$ cat src/rtl/edge_event_arbiter.sv
// Multi-channel edge-detect scheduler: one pending event per input line,
// shared round-robin onto a single valid/ready event port.
module edge_event_arbiter #(
   parameter int N_CH  = 4,
   parameter int IDX_W = $clog2(N_CH)
) (
   input  logic              clk,
   input  logic              reset,
   input  logic [N_CH-1:0]   a_i,
   output logic              evt_valid_o,
   input  logic              evt_ready_i,
   output logic [IDX_W-1:0]  evt_ch_o,
   output logic              evt_rise_o,
   output logic [N_CH-1:0]   overflow_o,
   input  logic              clr_ovf_i,
   output logic              dbg_state_o
);

   // Handshake: an event transfers on any posedge where evt_valid_o && evt_ready_i;
   // while valid is high and ready is low, evt_ch_o/evt_rise_o do not change.
   typedef enum logic {IDLE = 1'b0, OFFER = 1'b1} state_t;

   state_t            state;
   logic [N_CH-1:0]   a_q;
   logic              primed;
   logic [N_CH-1:0]   pend;
   logic [N_CH-1:0]   typ;
   logic [IDX_W-1:0]  rr;

   logic [N_CH-1:0]   edge_v;
   logic              fire;
   logic              gnt_found;
   logic [IDX_W-1:0]  gnt_ch;
   logic [IDX_W-1:0]  cand;
   logic [N_CH-1:0]   gnt_vec;
   logic [N_CH-1:0]   pend_nxt;
   logic [N_CH-1:0]   typ_nxt;
   logic [N_CH-1:0]   ovf_set;

   assign dbg_state_o = state;
   assign edge_v      = primed ? (a_i ^ a_q) : '0;
   assign fire        = ((state == IDLE) || evt_ready_i) && (|pend);
   assign gnt_vec     = fire ? (N_CH'(1) << gnt_ch) : '0;

   // First pending channel at or after the round-robin pointer.
   always_comb begin
      gnt_found = 1'b0;
      gnt_ch    = '0;
      cand      = '0;
      for (int i = 0; i < N_CH; i++) begin
         cand = IDX_W'((int'(rr) + i) % N_CH);
         if (!gnt_found && pend[cand]) begin
            gnt_found = 1'b1;
            gnt_ch    = cand;
         end
      end
   end

   // A new edge on a channel still holding an ungranted event is dropped
   // (oldest kept) and flagged; if the channel is granted now, it reloads.
   always_comb begin
      pend_nxt = pend;
      typ_nxt  = typ;
      ovf_set  = '0;
      for (int c = 0; c < N_CH; c++) begin
         if (edge_v[c]) begin
            if (pend[c] && !gnt_vec[c]) begin
               ovf_set[c] = 1'b1;
            end else begin
               pend_nxt[c] = 1'b1;
               typ_nxt[c]  = a_i[c];
            end
         end else if (gnt_vec[c]) begin
            pend_nxt[c] = 1'b0;
         end
      end
   end

   always_ff @(posedge clk or negedge reset) begin
      if (!reset) begin
         state       <= IDLE;
         a_q         <= '0;
         primed      <= 1'b0;
         pend        <= '0;
         typ         <= '0;
         rr          <= '0;
         evt_valid_o <= 1'b0;
         evt_ch_o    <= '0;
         evt_rise_o  <= 1'b0;
         overflow_o  <= '0;
      end else begin
         a_q        <= a_i;
         primed     <= 1'b1;
         pend       <= pend_nxt;
         typ        <= typ_nxt;
         overflow_o <= ovf_set | (clr_ovf_i ? '0 : overflow_o);
         if (fire) begin
            evt_valid_o <= 1'b1;
            evt_ch_o    <= gnt_ch;
            evt_rise_o  <= typ[gnt_ch];
            rr          <= (gnt_ch == IDX_W'(N_CH - 1)) ? '0 : gnt_ch + 1'b1;
            state       <= OFFER;
         end else if (state == OFFER && evt_ready_i) begin
            evt_valid_o <= 1'b0;
            state       <= IDLE;
         end
      end
   end

endmodule

$ cat config.mk
export PLATFORM = sky130hd
export DESIGN_NAME = edge_event_arbiter
export DESIGN_NICKNAME = d
export VERILOG_FILES = /design/src/rtl/edge_event_arbiter.sv
export SDC_FILE = /design/constraint.sdc
export NUM_CORES = 1
export LEC_CHECK = 0
export BUFFER_PORTS_ARGS = -buffer_cell sky130_fd_sc_hd__buf_4
export CAP_MARGIN = 20
export CELL_PAD_IN_SITES_DETAIL_PLACEMENT = 1
export CELL_PAD_IN_SITES_GLOBAL_PLACEMENT = 1
export CORE_ASPECT_RATIO = 0.5
export CORE_MARGIN = 2
export CORE_UTILIZATION = 38
export CTS_CLUSTER_SIZE = 25
export DETAILED_ROUTE_END_ITERATION = 7
export GPL_ROUTABILITY_DRIVEN = 0
export HOLD_SLACK_MARGIN = 0.08
export PLACE_DENSITY = 0.73
export SYNTH_ARGS = -nofsm -noshare
export SYNTH_HDL_FRONTEND = slang
export SYNTH_SLANG_ARGS = --single-unit
$ cat constraint.sdc
create_clock -name clk -period 2 [get_ports clk]
set_clock_uncertainty 0.2 [all_clocks]
set_input_delay 0.2 -clock clk [delete_from_list [all_inputs] [get_ports clk]]
set_output_delay 0.2 -clock clk [all_outputs]
set_load 0.1 [all_outputs]
==> flow_summary_export.csv, run 1 <==
group,metric,value,unit
drt,top_layer,"met3",
floorplan,core_area,3000,um^2
timing,finalCriticalPeriod,2.02,ns
synth,synth-seq-area-share,48.5,%
timing,clock.fmax,494,MHz
power_and_ir_drop,seqPwrFrac,24.7,%
global_route,grt_max_degree,24,
timing,tightest_slew,0.493,ns
place,portBuffers,16,
finish,layout-drive-gt1-share,39.8,%
synth,syn-mean-instance-area,9.89,um^2
global_route,grt_antenna_before_repair,0,
run_status,violations,"negative setup slack",
cts,cts_tree,"built",
cts,worstSkewPairLatency,0.26,ns
timing,drv_slew,0,
power_and_ir_drop,p_clk_share,9.4,%
synth,ys_seq_elements,23,
cts,cts_buffers,3,
timing,finalCritPeriodShare,101,%
setup_path,setup.worst_path.end_class,"register",
power_and_ir_drop,switching_share,47.9,%
floorplan,io-pin-count,17,
floorplan,initial_core_util,39.6,%
synth,ys_types,47,
setup_path,crit_type,"register to register",
synth,synth.area.top_cells,"dfrtp_1, nand2_1, nor2b_1",
floorplan,fp.dieH,43.5,um
synth,synth_top_flop_cell,"dfrtp_1",
drt,routed-wl-met3,133,um
synth,synthCells,120,
cts,clock_path_buffers,2,
synth,synth_top_cells_by_count,"dfrtp_1, nand2_1, inv_1",
power_and_ir_drop,power_frac_comb,66.0,%
place,dp_hpwl,2.25,mm
floorplan,fp.dieW,83.1,um
drt,via_per_inst,5.13,
drt,finalWirelength,3.28,mm
drt,drt_iter0_markers,45,
setup_path,required,1.98,ns
synth,synth_edf_count,0,
cts,cts_num_sinks,23,
drt,vias,1032,
finish,layout.area.seq,579,um^2
global_route,globalRouteOverflowTotal,0,
run_status,run_status,"complete, but fails checks",
finish,fin_util,57.3,%
finish,area_delta_synth_final,44.6,%
finish,diodes,0,
power_and_ir_drop,switchingPower,1.46,mW
synth,mappedNetlistArea,1190,um^2
setup_path,startpoint_type,"register",
timing,finalHoldViolCount,0,
synth,synth_top_area_share,48.5,%
drt,first_pass_iters,4,
drt,ant_nets,0,
synth,ys_warn_count,0,
power_and_ir_drop,irDropWorstVdd,0.699,mV
timing,max_slew_margin,66.9,%
drt,wl_per_cell,16.3,um
floorplan,die_area,3610,um^2
global_route,grt_pass1_wl,5.06,mm
drt,wl_met1,1.59,mm
drt,wl_met2,1.56,mm
synth,synth.most_common_cell,"dfrtp_1",
timing,setup_viol,2,
timing,final.setup.worst_slack,-0.0247,ns
power_and_ir_drop,p_leak,0.755,nW
drt,remaining_drc_errors,0,
floorplan,num_rows,14,
power_and_ir_drop,power_density,1780,nW/um^2
synth,synth_nets,129,
finish,nFillCells,329,
global_route,grt_usage,18.0,%
timing,rsz0062_at_grt,"yes",
cts,clk_pin_slew_worst_paths,0.08,ns
setup_path,cp.arrival,2.00,ns
global_route,grt_pass1_vias,1044,
flow_run,maxCapViolations,0,
power_and_ir_drop,total_power,3.05,mW
finish,multi_input_area,661,um^2
synth,synth_top_cell_by_area,"dfrtp_1",
worst_hold_path,hold_path_class,"input port to asynchronous set/reset pin",
synth,synthArstFlopShare,100,%
setup_path,crit_path_max_fanout,5,
cts,cts-root-buf,"clkbuf_8",
power_and_ir_drop,p_int,1.59,mW
finish,layout.nets,171,
cts,h-tree-depth,1,
==> area by class of cell <==
cell class	count	area share (%)
Sequential cell	23	33.7
Tap cell	40	2.92
Multi-Input combinational cell	82	38.5
Inverter	11	2.70
Clock buffer	4	2.62
Timing Repair Buffer	41	19.5
==> timing repair <==
item                                    in CTS  in global routing
buffers inserted                             3                  3
pin swaps                                    2                  6
resized for setup                            4                 13
endpoints found under the hold margin       37                  0
hold buffers                                 6                  0
endpoints found under the setup margin       2                 13
==> critical path, stage by stage (launching register included) <==
cell,delay (ns)
dfrtp_2,0.45
or2_1,0.27
and2_4,0.18
a211oi_1,0.46
o21ai_0,0.25
o211ai_1,0.15
==> state kept, by name, summed over array words and instances, names as in the netlist <==
register / count
pend: 4
rr: 2
evt_rise_o: 1
typ: 4
overflow_o: 4
dbg_state_o: 1
a_q: 4
evt_ch_o: 2
primed: 1
==> placed cells by master, fill, tap and decap left out, types with 2 or more instances in the layout <==
| master | n |
|---|---|
| o22ai_1 | 3 |
| o31ai_1 | 2 |
| o311ai_4 | 2 |
| xor2_1 | 3 |
| nor2_1 | 6 |
| dlygate4sd3_1 | 6 |
| nor2b_4 | 3 |
| a21oi_1 | 3 |
| nor3_1 | 2 |
| clkbuf_8 | 3 |
| nand4_1 | 2 |
| dfrtp_1 | 20 |
| dfrtp_2 | 3 |
| o21ai_0 | 3 |
| nand2_1 | 13 |
| o31ai_2 | 2 |
| buf_4 | 34 |
| inv_1 | 9 |
| nand3_1 | 4 |
| nor2b_1 | 4 |
==> through the flow <==
step / hold slack [ns] / area (um^2) / setup TNS (ns) / setup slack (ns) / std cells
after floorplan: -0.296 / 1220 / -0.00502 / -0.00502 / 120
after global placement: -0.0867 / 1460 / -0.0278 / -0.0278 / 185
after detailed placement: -0.0900 / 1460 / -0.0716 / -0.0653 / 185
after CTS: 0.172 / 1610 / -0.0544 / -0.0287 / 198
final: 0.170 / 1720 / -0.0426 / -0.0247 / 201
after global routing: 0.191 / 1720 / -0.582 / -0.145 / 201
==> power by group through the flow <==
stage	combinational, mW	sequential (mW)	clock, mW
final	2.01	0.753	0.285
after global routing	2.17	0.771	0.313
after CTS	1.74	0.734	0.290
after detailed placement	1.58	0.742	0
after global placement	1.56	0.735	0
after floorplan	0.712	1.14	0
==> final timing paths <==
kind,startpoint,end,slack (ns),cells past startpoint
worst max-delay path,pend[1]$_DFFE_PN0P_,evt_rise_o$_DFFE_PN0P_,-0.02,5
worst min-delay path,reset,a_q[0]$_DFF_PN0_,0.17,2
worst max register to register,pend[1]$_DFFE_PN0P_,evt_rise_o$_DFFE_PN0P_,-0.02,5
worst min register to register,a_q[3]$_DFF_PN0_,typ[3]$_DFFE_PN0P_,0.27,1
max in group asynchronous,reset,pend[1]$_DFFE_PN0P_,1.17,2
min in group clk,evt_ready_i,dbg_state_o$_DFFE_PN0P_,0.18,3
==> kinds of logic (layout without fill, tap and decap cells) <==
group           after synthesis  after routing  synth area share (%)
fa+ha+maj                     1              1                  1.05
flops                        23             23                  48.5
buf+inv                      15             56                  5.69
other cells                   1              1                 0.316
mux                           2              2                  1.79
compound gates               30             30                  19.1
simple gates                 45             45                  21.4
xor+xnor                      3              3                  2.21
==> per-layer routing <==
metal  up-vias  global-route usage (%)
met3         0                    4.38
met1       503                    23.8
met4         0                    1.97
li1        509                       -
met2        20                    31.8
met5         -                       0
No activity file was read; power rests on OpenSTA's default activity.
==> run 2: changes to the inputs <==
- MAX_ROUTING_LAYER: unset -> met4
- SKIP_CTS_REPAIR_TIMING: unset -> 1
==> flow_summary_export.csv, run 2 (synthesized netlist as in run 1, its figures left out) <==
group,metric,value,unit
setup_path,crit_cells,9,
drt,ant_nets,0,
cts,cts_num_sinks,23,
cts,clock_path_buffers,2,
setup_path,required,1.95,ns
place,dp_cells,185,
drt,remaining_drc_errors,0,
finish,area_delta_synth_final,43.2,%
global_route,grt_pass1_wl,4.86,mm
cts,cts-root-buf,"clkbuf_8",
timing,clock.fmax,483,MHz
setup_path,slowest_stage,"dfrtp_1",
cts,clk_pin_slew_worst_paths,0.08,ns
finish,final_cell_area,1700,um^2
floorplan,die_area,3610,um^2
global_route,grt_antenna_before_repair,0,
finish,diodes,0,
floorplan,initial_core_util,39.6,%
power_and_ir_drop,irDropWorstVdd,0.725,mV
drt,drt_iter0_markers,11,
finish,layout.nets,170,
drt,first_pass_iters,4,
floorplan,fp.dieW,83.1,um
power_and_ir_drop,total_power,2.99,mW
run_status,violations,"negative setup slack",
global_route,grt_pass1_vias,1017,
setup_path,crit_path_max_fanout,6,
place,dpl_cell_area,1460,um^2
finish,fin_cells,200,
timing,finalCritPeriodShare,104,%
place,portBuffers,16,
cts,cts_tree,"built",
global_route,grt_max_degree,24,
finish,layout-drive-gt1-share,39.4,%
setup_path,setup.worst_path.end_class,"register",
timing,finalHoldViolCount,0,
flow_run,maxCapViolations,0,
worst_hold_path,hold_path_class,"input port to asynchronous set/reset pin",
timing,drv_slew,0,
timing,setup_viol,1,
cts,h-tree-depth,1,
timing,rsz0062_at_grt,"yes",
timing,final.setup.worst_slack,-0.0715,ns
run_status,run_status,"complete, but fails checks",
setup_path,path_cells,"nor2b_2 -> a211oi_4 -> or2_4 -> inv_6 -> ha_4 -> a21o_1 -> nand2_1 -> o21ai_1 -> a21oi_1",
cts,worstSkewPairLatency,0.26,ns
drt,wl_per_cell,16.7,um
global_route,grt_usage,17.8,%
setup_path,critPathTopFamily,"simple AND/OR/NAND/NOR gates",
floorplan,num_rows,14,
drt,via_per_inst,5.12,
global_route,globalRouteOverflowTotal,0,
power_and_ir_drop,p_leak,0.741,nW
setup_path,crit_buf_inv,1,
floorplan,fp.dieH,43.5,um
power_and_ir_drop,power_density,1760,nW/um^2
place,post-place-ws,-0.0653,ns
finish,layout_common_cells,"buf_4, dfrtp_1, nand2_1",
cts,cts_buffers,3,
setup_path,startpoint_type,"register",
drt,vias,1024,
floorplan,io-pin-count,17,
finish,layout_commonest_cell,"buf_4",
drt,finalWirelength,3.33,mm
setup_path,max_stage_delay,0.44,ns
place,dp_hpwl,2.25,mm
timing,hold_slack,0.172,ns
setup_path,crit_type,"register to register",
floorplan,core_area,3000,um^2
setup_path,reg2regPathDepth,9,
setup_path,cp.arrival,2.02,ns
timing,finalCriticalPeriod,2.07,ns
[run 2: area by class of cell]
| type | instances | area, um^2 |
|---|---|---|
| fill | 333 | 1290 |
| multi-input combinational | 82 | 664 |
| sequential | 23 | 579 |
| timing repair buffer | 40 | 315 |
| tap | 40 | 50.0 |
| inverter | 11 | 46.3 |
| clock buffer | 4 | 45.0 |
[run 2: worst reg2reg max path, stage by stage (launching register included)]
cell	delay (ns)
dfrtp_1	0.44
nor2b_2	0.31
a211oi_4	0.06
or2_4	0.28
inv_6	0.09
ha_4	0.13
a21o_1	0.16
nand2_1	0.07
o21ai_1	0.14
a21oi_1	0.08
[run 2: path summary, 6_finish.rpt]
path / slack (ns) / startpoint / end
setup / recovery: -0.07 / pend[2]$_DFFE_PN0P_ / typ[3]$_DFFE_PN0P_
min in group clk: 0.19 / evt_ready_i / dbg_state_o$_DFFE_PN0P_
hold reg to reg: 0.27 / a_q[3]$_DFF_PN0_ / typ[3]$_DFFE_PN0P_
hold / removal: 0.17 / reset / overflow_o[1]$_DFF_PN0_
setup reg to reg: -0.07 / pend[2]$_DFFE_PN0P_ / typ[3]$_DFFE_PN0P_
max in group asynchronous: 1.18 / reset / pend[1]$_DFFE_PN0P_
[run 2: stage by stage]
step                      utilization [%]  setup TNS (ns)
after floorplan                         -        -0.00502
after global placement               48.7         -0.0278
after detailed placement             48.7         -0.0716
after CTS                            50.2          -0.135
after global routing                 56.8          -0.486
final                                56.8         -0.0715
[run 2: report_power, final]
| part | switching (mW) | leakage [nW] | internal [mW] | total, mW |
|---|---|---|---|---|
| Clock | 0.140 | 0.0228 | 0.142 | 0.282 |
| Combinational | 1.18 | 0.457 | 0.776 | 1.96 |
| Sequential | 0.149 | 0.261 | 0.605 | 0.754 |
[run 2: metal layers]
| metal | GRT usage, % | wire, um |
|---|---|---|
| met4 | 1.97 | 27 |
| met5 | - | 0 |
| met2 | 29.7 | 1610 |
| met1 | 23.2 | 1590 |
| met3 | 4.38 | 111 |
==> run 3: changes to the inputs <==
- PLACE_DENSITY: 0.73 -> unset
- PLACE_DENSITY_LB_ADDON: unset -> 0.15
==> flow_summary_export.csv, run 3 (synthesized netlist as in run 1, its figures left out) <==
group,metric,value,unit
place,dp_hpwl,2.32,mm
drt,remaining_drc_errors,0,
drt,first_pass_iters,4,
setup_path,startpoint_type,"register",
timing,max_slew_margin,65.9,%
timing,tightest_slew,0.509,ns
finish,layout_commonest_cell,"buf_4",
finish,fin_util,58.0,%
run_status,run_status,"complete, but fails checks",
finish,layout.nets,172,
global_route,grt_pass1_wl,5.18,mm
setup_path,required,2.02,ns
finish,diodes,0,
setup_path,setup.worst_path.end_class,"register",
power_and_ir_drop,switching_share,48.8,%
cts,clock_path_buffers,2,
timing,finalCriticalPeriod,2.08,ns
drt,ant_nets,0,
timing,setup_viol,5,
finish,multi_input_area,654,um^2
floorplan,fp.dieH,43.5,um
cts,h-tree-depth,1,
global_route,grt_max_degree,24,
timing,clock.fmax,481,MHz
global_route,grt_antenna_before_repair,0,
floorplan,fp.dieW,83.1,um
timing,rsz0062_at_grt,"yes",
global_route,grt_usage,19.5,%
drt,finalWirelength,3.44,mm
cts,worstSkewPairLatency,0.27,ns
finish,nFillCells,336,
power_and_ir_drop,seqPwrFrac,24.1,%
cts,cts_buffers,3,
global_route,grt_pass1_vias,1020,
drt,wl_met1,1.64,mm
timing,drv_slew,0,
flow_run,maxCapViolations,0,
cts,clk_pin_slew_worst_paths,0.09,ns
power_and_ir_drop,power_frac_comb,65.9,%
floorplan,num_rows,14,
drt,top_layer,"met4",
cts,cts-root-buf,"clkbuf_8",
power_and_ir_drop,p_leak,0.766,nW
finish,layout-drive-gt1-share,40.1,%
floorplan,die_area,3610,um^2
cts,cts_num_sinks,23,
setup_path,cp.arrival,2.10,ns
timing,final.setup.worst_slack,-0.0792,ns
drt,vias,1062,
power_and_ir_drop,switchingPower,1.51,mW
finish,layout_common_cells,"buf_4, dfrtp_1, nand2_1",
drt,via_per_inst,5.26,
floorplan,core_area,3000,um^2
power_and_ir_drop,power_density,1780,nW/um^2
global_route,globalRouteOverflowTotal,0,
timing,finalHoldViolCount,0,
drt,wl_per_cell,17.0,um
cts,cts_tree,"built",
timing,finalCritPeriodShare,104,%
timing,setup-tns-final,-0.148,ns
drt,drt_iter0_markers,28,
finish,area_delta_synth_final,46.4,%
run_status,violations,"negative setup slack",
setup_path,crit_path_max_fanout,5,
power_and_ir_drop,p_int,1.58,mW
power_and_ir_drop,irDropWorstVdd,0.759,mV
drt,wl_met2,1.64,mm
power_and_ir_drop,total_power,3.10,mW
setup_path,crit_type,"register to register",
worst_hold_path,hold_path_class,"input port to asynchronous set/reset pin",
finish,layout.area.seq,578,um^2
power_and_ir_drop,p_clk_share,10.0,%
floorplan,initial_core_util,39.6,%
floorplan,io-pin-count,17,
place,portBuffers,16,
drt,routed-wl-met3,129,um
## run 3: final timing paths
check / startpoint / endpoint / slack, ns / cells after the start
setup / recovery: pend[0]$_DFFE_PN0P_ / typ[1]$_DFFE_PN0P_ / -0.08 / 6
hold / removal: reset / a_q[3]$_DFF_PN0_ / 0.15 / 2
setup reg to reg: pend[0]$_DFFE_PN0P_ / typ[1]$_DFFE_PN0P_ / -0.08 / 6
hold reg to reg: a_q[3]$_DFF_PN0_ / typ[3]$_DFFE_PN0P_ / 0.28 / 1
max in group asynchronous: reset / dbg_state_o$_DFFE_PN0P_ / 1.19 / 2
min in group clk: evt_ready_i / dbg_state_o$_DFFE_PN0P_ / 0.19 / 4
## run 3: cell type report
| cell class | instances | area share, % |
|---|---|---|
| Sequential cell | 23 | 33.3 |
| Tap cell | 40 | 2.88 |
| Timing Repair Buffer | 42 | 20.9 |
| Multi-Input combinational cell | 82 | 37.7 |
| Inverter | 11 | 2.66 |
| Clock inverter | 1 | 0.288 |
| Clock buffer | 3 | 2.38 |
## run 3: routing by layer
metal | global-route usage [%] | vias to the layer above
met5 | - | -
met1 | 26.9 | 536
li1 | - | 505
met4 | 2.95 | 0
met3 | 5.14 | 4
met2 | 30.0 | 17
## run 3: worst max-delay path, stage by stage (launching register included)
cell and delay [ns]:
dfrtp_1 0.45, nor2b_4 0.16, nor4_2 0.39, a21oi_4 0.06
buf_4 0.16, or4_1 0.51, nand3_1 0.09
## run 3: power by group through the flow
stage	Clock (mW)	Sequential (mW)	Combinational [mW]
after floorplan	0	1.14	0.712
after global placement	0	0.735	1.70
after detailed placement	0	0.746	1.72
after CTS	0.308	0.737	1.73
after global routing	0.329	0.769	2.16
final	0.311	0.746	2.04
## run 3: through the flow
step / cell area [um^2] / hold WS [ns] / instances / setup slack, ns
finish: 1740 / 0.147 / 202 / -0.0792
global route: 1740 / 0.172 / 202 / -0.176
CTS: 1530 / -0.384 / 191 / -0.130
detailed placement: 1490 / -0.0830 / 187 / -0.110
global placement: 1490 / -0.0865 / 187 / -0.0484
floorplan: 1220 / -0.296 / 120 / -0.00502
